[src/rtl/uart_pkg.sv]
// Shared UART definitions: receiver state encoding and bit-period helper.
// UART_RX_PARITY_EN adds the PARITY state to the encoding.
package uart_pkg;

    typedef enum logic [2:0] {
        RX_IDLE      = 3'd0,
        RX_START     = 3'd1,
        RX_DATA      = 3'd2,
`ifdef UART_RX_PARITY_EN
        RX_PARITY    = 3'd3,
`endif
        RX_STOP      = 3'd4,
        RX_WAIT_IDLE = 3'd5
    } rx_state_e;

    function automatic int calc_clks_per_bit(input int clk_hz, input int baud);
        return clk_hz / baud;
    endfunction

endpackage

[src/rtl/sync_fifo.sv]
// Generic single-clock FIFO, head word shown combinationally (zero when empty).
// Latency: a pushed word is visible on the cycle after the push.
// Backpressure: push while full is accepted only together with a pop.
module sync_fifo #(
    parameter int WIDTH = 8,
    parameter int DEPTH = 16
) (
    input  logic             i_clk,
    input  logic             i_rst,
    input  logic             i_push,
    input  logic [WIDTH-1:0] i_push_dat,
    input  logic             i_pop,
    output logic [WIDTH-1:0] o_pop_dat,
    output logic             o_full,
    output logic             o_empty
);

    localparam int AW = $clog2(DEPTH);
    localparam logic [AW:0] PTR_ONE = {{AW{1'b0}}, 1'b1};

    logic [AW:0]      wr_ptr_q, rd_ptr_q;
    logic [WIDTH-1:0] mem_q [DEPTH];
    logic             do_push, do_pop;

    // Extra pointer MSB separates the full case from the empty case.
    assign o_empty = (wr_ptr_q == rd_ptr_q);
    assign o_full  = (wr_ptr_q[AW] != rd_ptr_q[AW]) &&
                     (wr_ptr_q[AW-1:0] == rd_ptr_q[AW-1:0]);

    assign do_pop  = i_pop && !o_empty;
    assign do_push = i_push && (!o_full || do_pop);

    always_ff @(posedge i_clk or posedge i_rst) begin
        if (i_rst) begin
            wr_ptr_q <= '0;
            rd_ptr_q <= '0;
        end else begin
            if (do_push) wr_ptr_q <= wr_ptr_q + PTR_ONE;
            if (do_pop)  rd_ptr_q <= rd_ptr_q + PTR_ONE;
        end
    end

    always_ff @(posedge i_clk) begin
        if (do_push) mem_q[wr_ptr_q[AW-1:0]] <= i_push_dat;
    end

    assign o_pop_dat = o_empty ? '0 : mem_q[rd_ptr_q[AW-1:0]];

endmodule

[src/rtl/uart_rx.sv]
// UART receiver (8N1, or 8E1 with UART_RX_PARITY_EN): mid-bit sampling into a byte FIFO.
// Latency: byte on o_valid the cycle after the stop-bit sample when the FIFO is empty.
// Backpressure: FIFO absorbs i_ready stalls; a byte arriving at a full FIFO is dropped and sets o_overrun.
module uart_rx
    import uart_pkg::*;
#(
    parameter int CLK_HZ     = 83333333,
    parameter int BAUD       = 115200,
    parameter int FIFO_DEPTH = 16
) (
    input  logic       i_clk,
    input  logic       i_rst,
    input  logic       i_rx,
    output logic       o_valid,
    output logic [7:0] o_data,
    input  logic       i_ready,
    output logic       o_frame_err,
    output logic       o_overrun,
`ifdef UART_RX_PARITY_EN
    output logic       o_parity_err,
`endif
    input  logic       i_clr_err
);

    localparam int CLKS_PER_BIT = calc_clks_per_bit(CLK_HZ, BAUD);
    localparam int TW           = $clog2(CLKS_PER_BIT + 1);
    localparam logic [TW-1:0] TMR_FULL = TW'(CLKS_PER_BIT);
    localparam logic [TW-1:0] TMR_HALF = TW'(CLKS_PER_BIT / 2);
    localparam logic [TW-1:0] TMR_ONE  = TW'(1);

    logic          rx_meta_q, rx_sync_q;
    rx_state_e     state_q, state_d;
    logic [TW-1:0] tmr_q, tmr_d;
    logic [2:0]    bit_cnt_q, bit_cnt_d;
    logic [7:0]    shift_q, shift_d;
    logic          frame_err_q, frame_err_d;
    logic          overrun_q, overrun_d;
    logic          tmr_done;
    logic          push_vld, pop_vld, drop;
    logic          fifo_full, fifo_empty;
    logic [7:0]    fifo_dat;
`ifdef UART_RX_PARITY_EN
    logic          par_bad_q, par_bad_d;
    logic          par_err_q, par_err_d;
    logic          par_fail;
`endif

    always_ff @(posedge i_clk or posedge i_rst) begin
        if (i_rst) begin
            rx_meta_q <= 1'b1;
            rx_sync_q <= 1'b1;
        end else begin
            rx_meta_q <= i_rx;
            rx_sync_q <= rx_meta_q;
        end
    end

    assign tmr_done = (tmr_q <= TMR_ONE);

    always_comb begin
        state_d     = state_q;
        tmr_d       = (tmr_q != '0) ? tmr_q - TMR_ONE : tmr_q;
        bit_cnt_d   = bit_cnt_q;
        shift_d     = shift_q;
        frame_err_d = 1'b0;
        push_vld    = 1'b0;
`ifdef UART_RX_PARITY_EN
        par_bad_d   = par_bad_q;
        par_fail    = 1'b0;
`endif
        case (state_q)
            RX_IDLE: begin
                if (!rx_sync_q) begin
                    state_d = RX_START;
                    tmr_d   = TMR_HALF;
                end
            end
            RX_START: begin
                // Line back high at mid start bit: treat as a glitch, report nothing.
                if (tmr_done) begin
                    if (!rx_sync_q) begin
                        state_d   = RX_DATA;
                        tmr_d     = TMR_FULL;
                        bit_cnt_d = '0;
`ifdef UART_RX_PARITY_EN
                        par_bad_d = 1'b0;
`endif
                    end else begin
                        state_d = RX_IDLE;
                    end
                end
            end
            RX_DATA: begin
                if (tmr_done) begin
                    shift_d   = {rx_sync_q, shift_q[7:1]};
                    tmr_d     = TMR_FULL;
                    bit_cnt_d = bit_cnt_q + 3'd1;
                    if (bit_cnt_q == 3'd7) begin
`ifdef UART_RX_PARITY_EN
                        state_d = RX_PARITY;
`else
                        state_d = RX_STOP;
`endif
                    end
                end
            end
`ifdef UART_RX_PARITY_EN
            RX_PARITY: begin
                if (tmr_done) begin
                    state_d = RX_STOP;
                    tmr_d   = TMR_FULL;
                    if (^{shift_q, rx_sync_q}) begin
                        par_fail  = 1'b1;
                        par_bad_d = 1'b1;
                    end
                end
            end
`endif
            RX_STOP: begin
                if (tmr_done) begin
                    if (rx_sync_q) begin
                        state_d  = RX_IDLE;
`ifdef UART_RX_PARITY_EN
                        push_vld = !par_bad_q;
`else
                        push_vld = 1'b1;
`endif
                    end else begin
                        state_d     = RX_WAIT_IDLE;
                        frame_err_d = 1'b1;
                    end
                end
            end
            RX_WAIT_IDLE: begin
                // A held break yields a single error; wait for the line to recover.
                if (rx_sync_q) state_d = RX_IDLE;
            end
            default: state_d = RX_IDLE;
        endcase
    end

    assign pop_vld   = !fifo_empty && i_ready;
    assign drop      = push_vld && fifo_full && !pop_vld;
    assign overrun_d = drop || (overrun_q && !i_clr_err);
`ifdef UART_RX_PARITY_EN
    assign par_err_d = par_fail || (par_err_q && !i_clr_err);
`endif

    always_ff @(posedge i_clk or posedge i_rst) begin
        if (i_rst) begin
            state_q     <= RX_IDLE;
            tmr_q       <= '0;
            bit_cnt_q   <= '0;
            shift_q     <= '0;
            frame_err_q <= 1'b0;
            overrun_q   <= 1'b0;
`ifdef UART_RX_PARITY_EN
            par_bad_q   <= 1'b0;
            par_err_q   <= 1'b0;
`endif
        end else begin
            state_q     <= state_d;
            tmr_q       <= tmr_d;
            bit_cnt_q   <= bit_cnt_d;
            shift_q     <= shift_d;
            frame_err_q <= frame_err_d;
            overrun_q   <= overrun_d;
`ifdef UART_RX_PARITY_EN
            par_bad_q   <= par_bad_d;
            par_err_q   <= par_err_d;
`endif
        end
    end

    sync_fifo #(
        .WIDTH (8),
        .DEPTH (FIFO_DEPTH)
    ) u_fifo (
        .i_clk      (i_clk),
        .i_rst      (i_rst),
        .i_push     (push_vld),
        .i_push_dat (shift_q),
        .i_pop      (pop_vld),
        .o_pop_dat  (fifo_dat),
        .o_full     (fifo_full),
        .o_empty    (fifo_empty)
    );

    assign o_valid     = !fifo_empty;
    assign o_data      = fifo_dat;
    assign o_frame_err = frame_err_q;
    assign o_overrun   = overrun_q;
`ifdef UART_RX_PARITY_EN
    assign o_parity_err = par_err_q;
`endif

endmodule
[config.mk]
export PLATFORM = sky130hd
export DESIGN_NAME = uart_rx
export DESIGN_NICKNAME = d
export VERILOG_FILES = /design/src/rtl/uart_pkg.sv /design/src/rtl/sync_fifo.sv /design/src/rtl/uart_rx.sv
export SDC_FILE = /design/constraint.sdc
export NUM_CORES = 1
export LEC_CHECK = 0
export CORE_ASPECT_RATIO = 0.8
export CORE_MARGIN = 5
export CORE_UTILIZATION = 50
export CTS_BUF_LIST = sky130_fd_sc_hd__clkbuf_16
export DETAILED_ROUTE_END_ITERATION = 16
export GPL_TIMING_DRIVEN = 0
export PLACE_DENSITY = 0.72
export SLEW_MARGIN = 10
export SYNTH_ARGS = -nofsm -noshare
export SYNTH_HDL_FRONTEND = slang
export SYNTH_SLANG_ARGS = --single-unit
[constraint.sdc]
create_clock -name i_clk -period 3.8 [get_ports i_clk]
set_input_delay 1.14 -clock i_clk [delete_from_list [all_inputs] [get_ports i_clk]]
set_output_delay 1.14 -clock i_clk [all_outputs]
set_load 0.02 [all_outputs]
==> results.txt, run 1 <==
----------------------------------------------------
[STA]
  Max Clock Skew ... 0.00901 ns
  Number of failing setup endpoints in the final timing report ... 0
  Final-report max-slew violation count ... 0
  Achievable frequency ... 270 MHz
  RSZ-0062 raised after global routing ... no
  Hold_ws ... 0.358 ns
  Worst-case headroom to the max-slew limit ... 47.3%
  Minimum clock period ... 3.71 ns
  Final Cycle Share ... 97.6%
  Final-report hold violation count ... 0
  Worst-Margin Slew ... 0.787 ns

[Drt]
  Routed WL ... 13300 um
  Vias per inst ... 5.80
  Average wire per cell in the routed design ... 21.3 um
  Pre-antenna DRT Iters ... 5
  1st-iter DRT viols ... 278
  Number of routed nets with antenna violations ... 0
  Vias ... 3627
  Residual DRC count ... 0

[Synth]
  Ranking of synthesized cells by area ... sky130_fd_sc_hd__edfxtp_1, sky130_fd_sc_hd__dfrtp_1, sky130_fd_sc_hd__mux4_2
  Library cell with the largest summed area after synthesis ... sky130_fd_sc_hd__edfxtp_1
  Total of warnings raised by yosys ... 0
  Share of Yosys cell area claimed by the top area cell type ... 55.7%
  Syn_nets ... 416
  Library cells used by synthesis ... 48
  Mapped Avg Cell Area ... 17.2 um2
  Post-synth top flop ... sky130_fd_sc_hd__edfxtp_1
  Yosys reg bits ... 166
  Synthesized area ... 6900 um2
  Sequential fraction of the synthesis area ... 69.5%
  Most numerous cell in the Yosys netlist ... sky130_fd_sc_hd__edfxtp_1
  Commonest cells in the netlist ... sky130_fd_sc_hd__edfxtp_1, sky130_fd_sc_hd__dfrtp_1, sky130_fd_sc_hd__mux4_2
  Cell count after synthesis ... 401
  Number of synthesized flops with an enable pin ... 128
  Async S/R FF share, synth ... 22.9%

[GRT]
  Wire length of the first global-routing pass ... 20800 um
  Antenna violations before repair ... 0
  Number of global-route vias before repair ... 3712
  Pin count of the biggest net entering global routing ... 39
  Overflow left after global routing ... 0
  Aggregate global-route resource usage ... 17.6%

[Setup path]
  Startpoint of the worst setup timing path ... u_fifo.rd_ptr_q[0]
  Crit path max fanout ... 10
  Worst EP required ... 2.66 ns
  Critical Setup Path Class ... flop to output port
  Arrival time at the worst endpoint ... 2.57 ns
  Worst R2R Start ... tmr_q[6]
  Element type at the critical path end ... output port
  Nature of the critical path startpoint ... flop

[Cells and area]
  Number of nets at the end of the flow ... 447
  Area of all placed cells without fillers ... 7960 um2
  Inserted Diodes ... 0
  Area Growth Syn to Fin ... 15.3%
  Non-filler instance count after layout ... 625
  Proportion of layout cells with a drive suffix above 1 ... 25.4%

[CTS]
  Cts hold-fix bufs ... 0
  Clock transition at the register clock pins on the worst setup and hold paths after CTS ... 0.06 ns
  Clock tree from TritonCTS ... done
  Root Buffer Master ... sky130_fd_sc_hd__clkbuf_16
  Number of buffers created by CTS ... 17
  Count of clock tree sinks ... 166
  # H-tree levels ... 4
  Clock latency of the later-clocked register in the worst-skew pair ... 0.42 ns
  Number of buffers on the longest clock path ... 2

[Place]
  HPWL after detailed placement ... 8450 um
  Global placement routability congestion ... 0.883
  Area after detailed placement ... 7280 um2
  Port Buffer Count ... 15
  Post-Place Cells ... 596

[Hold path]
  Min-delay worst type ... flop to flop
  Worst Min Path Start ... rx_meta_q

[Job]
  Max_cap viols ... 0

[Power and ir drop]
  Leakage Power ... 3.30 nW
  Sw frac ... 24.0%
  Internal power component ... 3.31 mW
  Cell area power density ... 547 nW/um2
  Clock share of power ... 40.0%
  Switching power of the nets ... 1.04 mW
  Max VDD drop ... 0.349 mV
  Proportion of power drawn by combinational gates ... 13.1%
  Fraction of power consumed by sequential logic ... 46.9%

[Die]
  Die W ... 141 um
  Initial core utilization ... 51.0%
  Number of standard-cell rows in the floorplan ... 38
  Number of top-level pins ... 16
  Die Outline Area ... 16300 um2
  Core Area ... 13600 um2
  Die Span Y ... 115 um

[Status]
  Outcome ... finished clean

----------------------------------------------------
routing by layer:
layer  share of wire [%]  vias up  track usage, %  wire length [um]
li1                    -     1628               -                 -
met1                  47     1869            25.3              6230
met2                  46      107            25.9              6140
met3                 5.0       23            3.99               667
met4                 2.1        0            8.18               280
met5                   0        -               0                 0
what timing repair did:
item,4_1_cts,5_1_grt
setup endpoints to repair,9,9
gates resized for setup,13,14
buffers inserted,2,0
pin swaps,0,0
cell families after synthesis:
group / after synthesis / share of synthesized area (%)
XOR/XNOR: 20 / 2.54
buffers and inverters: 31 / 2.21
AND/OR/NAND/NOR: 81 / 7.32
adder cells (fa/ha/maj): 10 / 1.81
multiplexers: 41 / 11.9
flip-flops: 166 / 69.5
AO/OA/AOI/OAI: 52 / 4.73
sequential cells by signal, summed over array words and instances, names as in the netlist, 3 cells and up:
name             cells
tmr_q               10
state_q              3
shift_q              8
u_fifo.wr_ptr_q      5
bit_cnt_q            3
u_fifo.mem_q       128
u_fifo.rd_ptr_q      5
critical path, cell delays in order (launching register included):
cell	delay [ns]
sky130_fd_sc_hd__dfrtp_2	0.50
sky130_fd_sc_hd__buf_6	0.22
sky130_fd_sc_hd__mux4_2	0.56
sky130_fd_sc_hd__a22oi_1	0.19
sky130_fd_sc_hd__a21oi_1	0.12
sky130_fd_sc_hd__clkdlybuf4s50_1	0.55
final timing paths:
path	endpoint	slack, ns	cells past startpoint
min in group asynchronous	u_fifo.wr_ptr_q[2]	1.17	2
hold / removal	rx_sync_q	0.36	0
setup reg to reg	u_fifo.mem_q[1][6]	0.87	7
hold reg to reg	rx_sync_q	0.36	0
setup / recovery	o_data[3]	0.09	5
max in group asynchronous	u_fifo.rd_ptr_q[0]	2.09	2
metrics by stage:
stage | TNS (ns) | setup WS (ns) | total power, mW | utilization [%]
floorplan | 0 | 0.762 | 2.45 | -
global placement | -0.574 | -0.0980 | 2.60 | 53.7
detailed placement | -0.740 | -0.110 | 2.61 | 53.7
CTS | 0 | 0.00621 | 4.37 | 58.5
global route | 0 | 0.00935 | 4.50 | 58.7
finish | 0 | 0.0901 | 4.35 | 58.7
power groups by stage:
stage | Sequential (mW) | Combinational, mW | Clock (mW)
after floorplan | 2.02 | 0.434 | 0
after global placement | 2.02 | 0.576 | 0
after detailed placement | 2.02 | 0.580 | 0
after CTS | 2.03 | 0.571 | 1.76
after global routing | 2.04 | 0.619 | 1.84
final | 2.04 | 0.568 | 1.74
layout by cell type, fill, tap and decap left out, types with 5 or more instances in the layout:
cell	synthesis	routed
sky130_fd_sc_hd__xor2_1	5	5
sky130_fd_sc_hd__dlymetal6s2s_1	0	6
sky130_fd_sc_hd__inv_1	10	14
sky130_fd_sc_hd__edfxtp_1	128	128
sky130_fd_sc_hd__and3_2	8	8
sky130_fd_sc_hd__a21oi_1	15	15
sky130_fd_sc_hd__xnor2_1	15	15
sky130_fd_sc_hd__clkdlybuf4s50_1	0	9
sky130_fd_sc_hd__a22oi_1	16	16
sky130_fd_sc_hd__nor3_2	4	5
sky130_fd_sc_hd__mux4_2	32	32
sky130_fd_sc_hd__mux2_2	9	9
sky130_fd_sc_hd__dfrtp_1	36	33
sky130_fd_sc_hd__nor2_1	18	16
sky130_fd_sc_hd__clkbuf_16	0	22
sky130_fd_sc_hd__ha_1	10	10
sky130_fd_sc_hd__o21ai_0	12	12
sky130_fd_sc_hd__nor2b_1	5	5
sky130_fd_sc_hd__nand2_1	12	12
final cells by class:
| type | count | area [um2] |
|---|---|---|
| multi-input cells | 204 | 1960 |
| clock inverters | 10 | 70.1 |
| inverters | 10 | 37.5 |
| fillers | 1006 | 5590 |
| repair buffers | 17 | 180 |
| flip-flops and latches | 166 | 4800 |
| plain buffers | 16 | 131 |
| well taps | 180 | 225 |
| clock buffers | 22 | 551 |
(Power assumes the default switching activity.)
==> inputs of run 2 (changes only) <==
Settings changed: ABC_CLOCK_PERIOD_IN_PS set to 3500.
Clock period 3.8 ns to 3.5 ns, I/O delays scaled along.
==> results.txt, run 2 (same netlist as run 1, synthesis figures left out) <==
----------------------------------------------------
[STA]
  Worst-case headroom to the max-slew limit ... 47.5% (was 47.3%)
  Minimum setup slack in the final design ... 0.0519 ns (was 0.0901 ns)
  Final-report max-slew violation count ... 0 (unchanged)
  Number of failing setup endpoints in the final timing report ... 0 (unchanged)
  Achievable frequency ... 290 MHz
  Final Cycle Share ... 98.5%
  Setup TNS ... 0 ns (unchanged)
  Minimum clock period ... 3.45 ns
  Final-report hold violation count ... 0 (unchanged)
  Worst-Margin Slew ... 0.783 ns (was 0.787 ns)
  Max Clock Skew ... 0.00668 ns (was 0.00901 ns)

[Setup path]
  Nature of the critical path startpoint ... flop (unchanged)
  Sequence of cells on the critical path ... buf_8 > mux4_2 > a22oi_1 > a21oi_1 > dlygate4sd2_1 (was buf_6 > mux4_2 > a22oi_1 > a21oi_1 > clkdlybuf4s50_1)
  Critical Setup Path Class ... flop to output port (unchanged)
  Arrival time at the worst endpoint ... 2.40 ns (was 2.57 ns)
  Worst R2R Start ... tmr_q[6] (unchanged)
  Crit path max fanout ... 10 (unchanged)
  Critical path's slowest cell ... sky130_fd_sc_hd__dfrtp_2 (was sky130_fd_sc_hd__mux4_2)
  Largest stage delay, worst path ... 0.52 ns (was 0.56 ns)
  Worst EP required ... 2.45 ns (was 2.66 ns)
  Capture point of the worst reg-to-reg path ... u_fifo.mem_q[1][6] (unchanged)
  R2R depth ... 7 (unchanged)
  Slack of the worst reg-to-reg path ... 0.56 ns (was 0.87 ns)
  Element type at the critical path end ... output port (unchanged)

[Drt]
  Vias ... 3617 (was 3627)
  Pre-antenna DRT Iters ... 5 (unchanged)
  Average wire per cell in the routed design ... 21.4 um (was 21.3 um)
  Routed length on met3 ... 791 um (was 667 um)
  Routed WL ... 13400 um (was 13300 um)
  Vias per inst ... 5.78 (was 5.80)
  Number of routed nets with antenna violations ... 0 (unchanged)
  1st-iter DRT viols ... 294 (was 278)
  Met1 Wirelength ... 6120 um (was 6230 um)
  Total length of routed met2 wires ... 6160 um (was 6140 um)
  Residual DRC count ... 0 (unchanged)
  Uppermost routed layer ... met4 (unchanged)

[Cells and area]
  Number of nets at the end of the flow ... 448 (was 447)
  Inserted Diodes ... 0 (unchanged)
  Proportion of layout cells with a drive suffix above 1 ... 25.8% (was 25.4%)
  Max FFs per register ... 128 (unchanged)
  Area of the multi-input gates ... 1970 um2 (was 1960 um2)
  Area Growth Syn to Fin ... 15.3% (unchanged)
  Leading cell type in the layout, fill and taps excluded ... sky130_fd_sc_hd__edfxtp_1 (unchanged)
  Register area ... 4800 um2 (unchanged)
  FILL cells ... 1009 (was 1006)
  Top library cells by usage in the layout, fill and taps aside ... sky130_fd_sc_hd__edfxtp_1, sky130_fd_sc_hd__dfrtp_1, sky130_fd_sc_hd__mux4_2, sky130_fd_sc_hd__clkbuf_16, sky130_fd_sc_hd__nor2_1 (was sky130_fd_sc_hd__edfxtp_1, sky130_fd_sc_hd__dfrtp_1, sky130_fd_sc_hd__mux4_2, sky130_fd_sc_hd__clkbuf_16)

[GRT]
  Antenna violations before repair ... 0 (unchanged)
  Pin count of the biggest net entering global routing ... 39 (unchanged)
  Overflow left after global routing ... 0 (unchanged)
  Number of global-route vias before repair ... 3723 (was 3712)
  Wire length of the first global-routing pass ... 20800 um (about the same)
  Aggregate global-route resource usage ... 17.6% (about the same)

[CTS]
  Clock latency of the later-clocked register in the worst-skew pair ... 0.42 ns (about the same)
  Number of buffers created by CTS ... 17 (unchanged)
  Count of clock tree sinks ... 166 (unchanged)
  Root Buffer Master ... sky130_fd_sc_hd__clkbuf_16 (unchanged)
  Clock tree from TritonCTS ... done (unchanged)
  Clock transition at the register clock pins on the worst setup and hold paths after CTS ... 0.06 ns (about the same)
  # H-tree levels ... 4 (unchanged)
  Number of buffers on the longest clock path ... 2 (unchanged)
  Cts hold-fix bufs ... 0 (unchanged)

[Place]
  Global placement routability congestion ... 0.883 (unchanged)
  Placement Setup Slack ... -0.320 ns (was -0.110 ns)
  Port Buffer Count ... 15 (unchanged)
  HPWL after detailed placement ... 8450 um (unchanged)

[Die]
  Core Area ... 13600 um2 (unchanged)
  Number of standard-cell rows in the floorplan ... 38 (unchanged)
  Number of top-level pins ... 16 (unchanged)
  Initial core utilization ... 51.0% (unchanged)
  Die Span Y ... 115 um (unchanged)
  Die Outline Area ... 16300 um2 (unchanged)
  Die W ... 141 um (unchanged)

[Hold path]
  Worst hold path stage count ... 0 (unchanged)
  Worst Min Path Start ... rx_meta_q (unchanged)
  Min-delay worst type ... flop to flop (unchanged)
  Worst hold endpoint ... rx_sync_q (unchanged)

[Job]
  Max_cap viols ... 0 (unchanged)

[Power and ir drop]
  Max VDD drop ... 0.401 mV (was 0.349 mV)
  Cell area power density ... 597 nW/um2 (was 547 nW/um2)
  Leakage Power ... 3.23 nW (was 3.30 nW)

[Status]
  Outcome ... finished clean (unchanged)

----------------------------------------------------
run 2: cell types whose count changed in the layout (fill, tap and decap cells not counted), sizes merged:
cell,previous run,this run
dlymetal6s2s,6,0
buf,11,12
clkdlybuf4s50,9,7
dlygate4sd2,0,8
run 2: stage by stage:
stage	cell area (um2)	total power [mW]	instances	utilization (%)	hold WS, ns
after floorplan	6900	2.66	401	-	0.345
after global placement	7280	2.82	596	53.7	0.347
after detailed placement	7280	2.83	596	53.7	0.352
after CTS	7930	4.75	625	58.5	0.361
after global routing	7960	4.91	626	58.7	0.364
final	7960	4.75	626	58.7	0.358
run 2: final cells by class:
cell class                      count  share of cell area, %
Tap cell                          180                   2.83
Clock buffer                       22                   6.92
Sequential cell                   166                   60.3
Multi-Input combinational cell    204                   24.7
Inverter                           10                  0.472
Timing Repair Buffer               18                   2.04
Clock inverter                     10                  0.880
Buffer                             16                   1.81
run 2: worst max-delay path: cells and delay by family (launching register included):
kind                   cells  cell delay [ns]
AO/OA/AOI/OAI              2             0.38
buffers and inverters      2             0.56
flip-flops                 1             0.52
multiplexers               1             0.51
run 2: repair_timing:
item / in CTS / in global routing
setup endpoints to repair: 9 / 6
gates resized for setup: 25 / 8
setup buffers: 2 / 1
run 2: worst max path at each step:
stage,from,endpoint,depth (start not counted)
6_report,u_fifo.rd_ptr_q[0],o_data[2],5
5_1_grt,u_fifo.rd_ptr_q[0],o_data[4],5
4_1_cts,u_fifo.wr_ptr_q[2],o_valid,7
3_5_place_dp,u_fifo.rd_ptr_q[0],o_data[2],6
3_3_place_gp,u_fifo.rd_ptr_q[0],o_data[2],6
2_1_floorplan,u_fifo.rd_ptr_q[0],o_data[3],5
run 2: routing by layer:
| layer | vias to the layer above | GRT usage, % |
|---|---|---|
| met5 | - | 0 |
| met4 | 0 | 8.18 |
| met3 | 25 | 3.99 |
| met2 | 120 | 25.9 |
| met1 | 1837 | 25.3 |
| li1 | 1635 | - |
run 2: power by group:
group | switching (mW) | internal [mW]
sequential | 0.0848 | 2.13
combinational | 0.340 | 0.297
clock | 0.717 | 1.17
total | 1.14 | 3.61
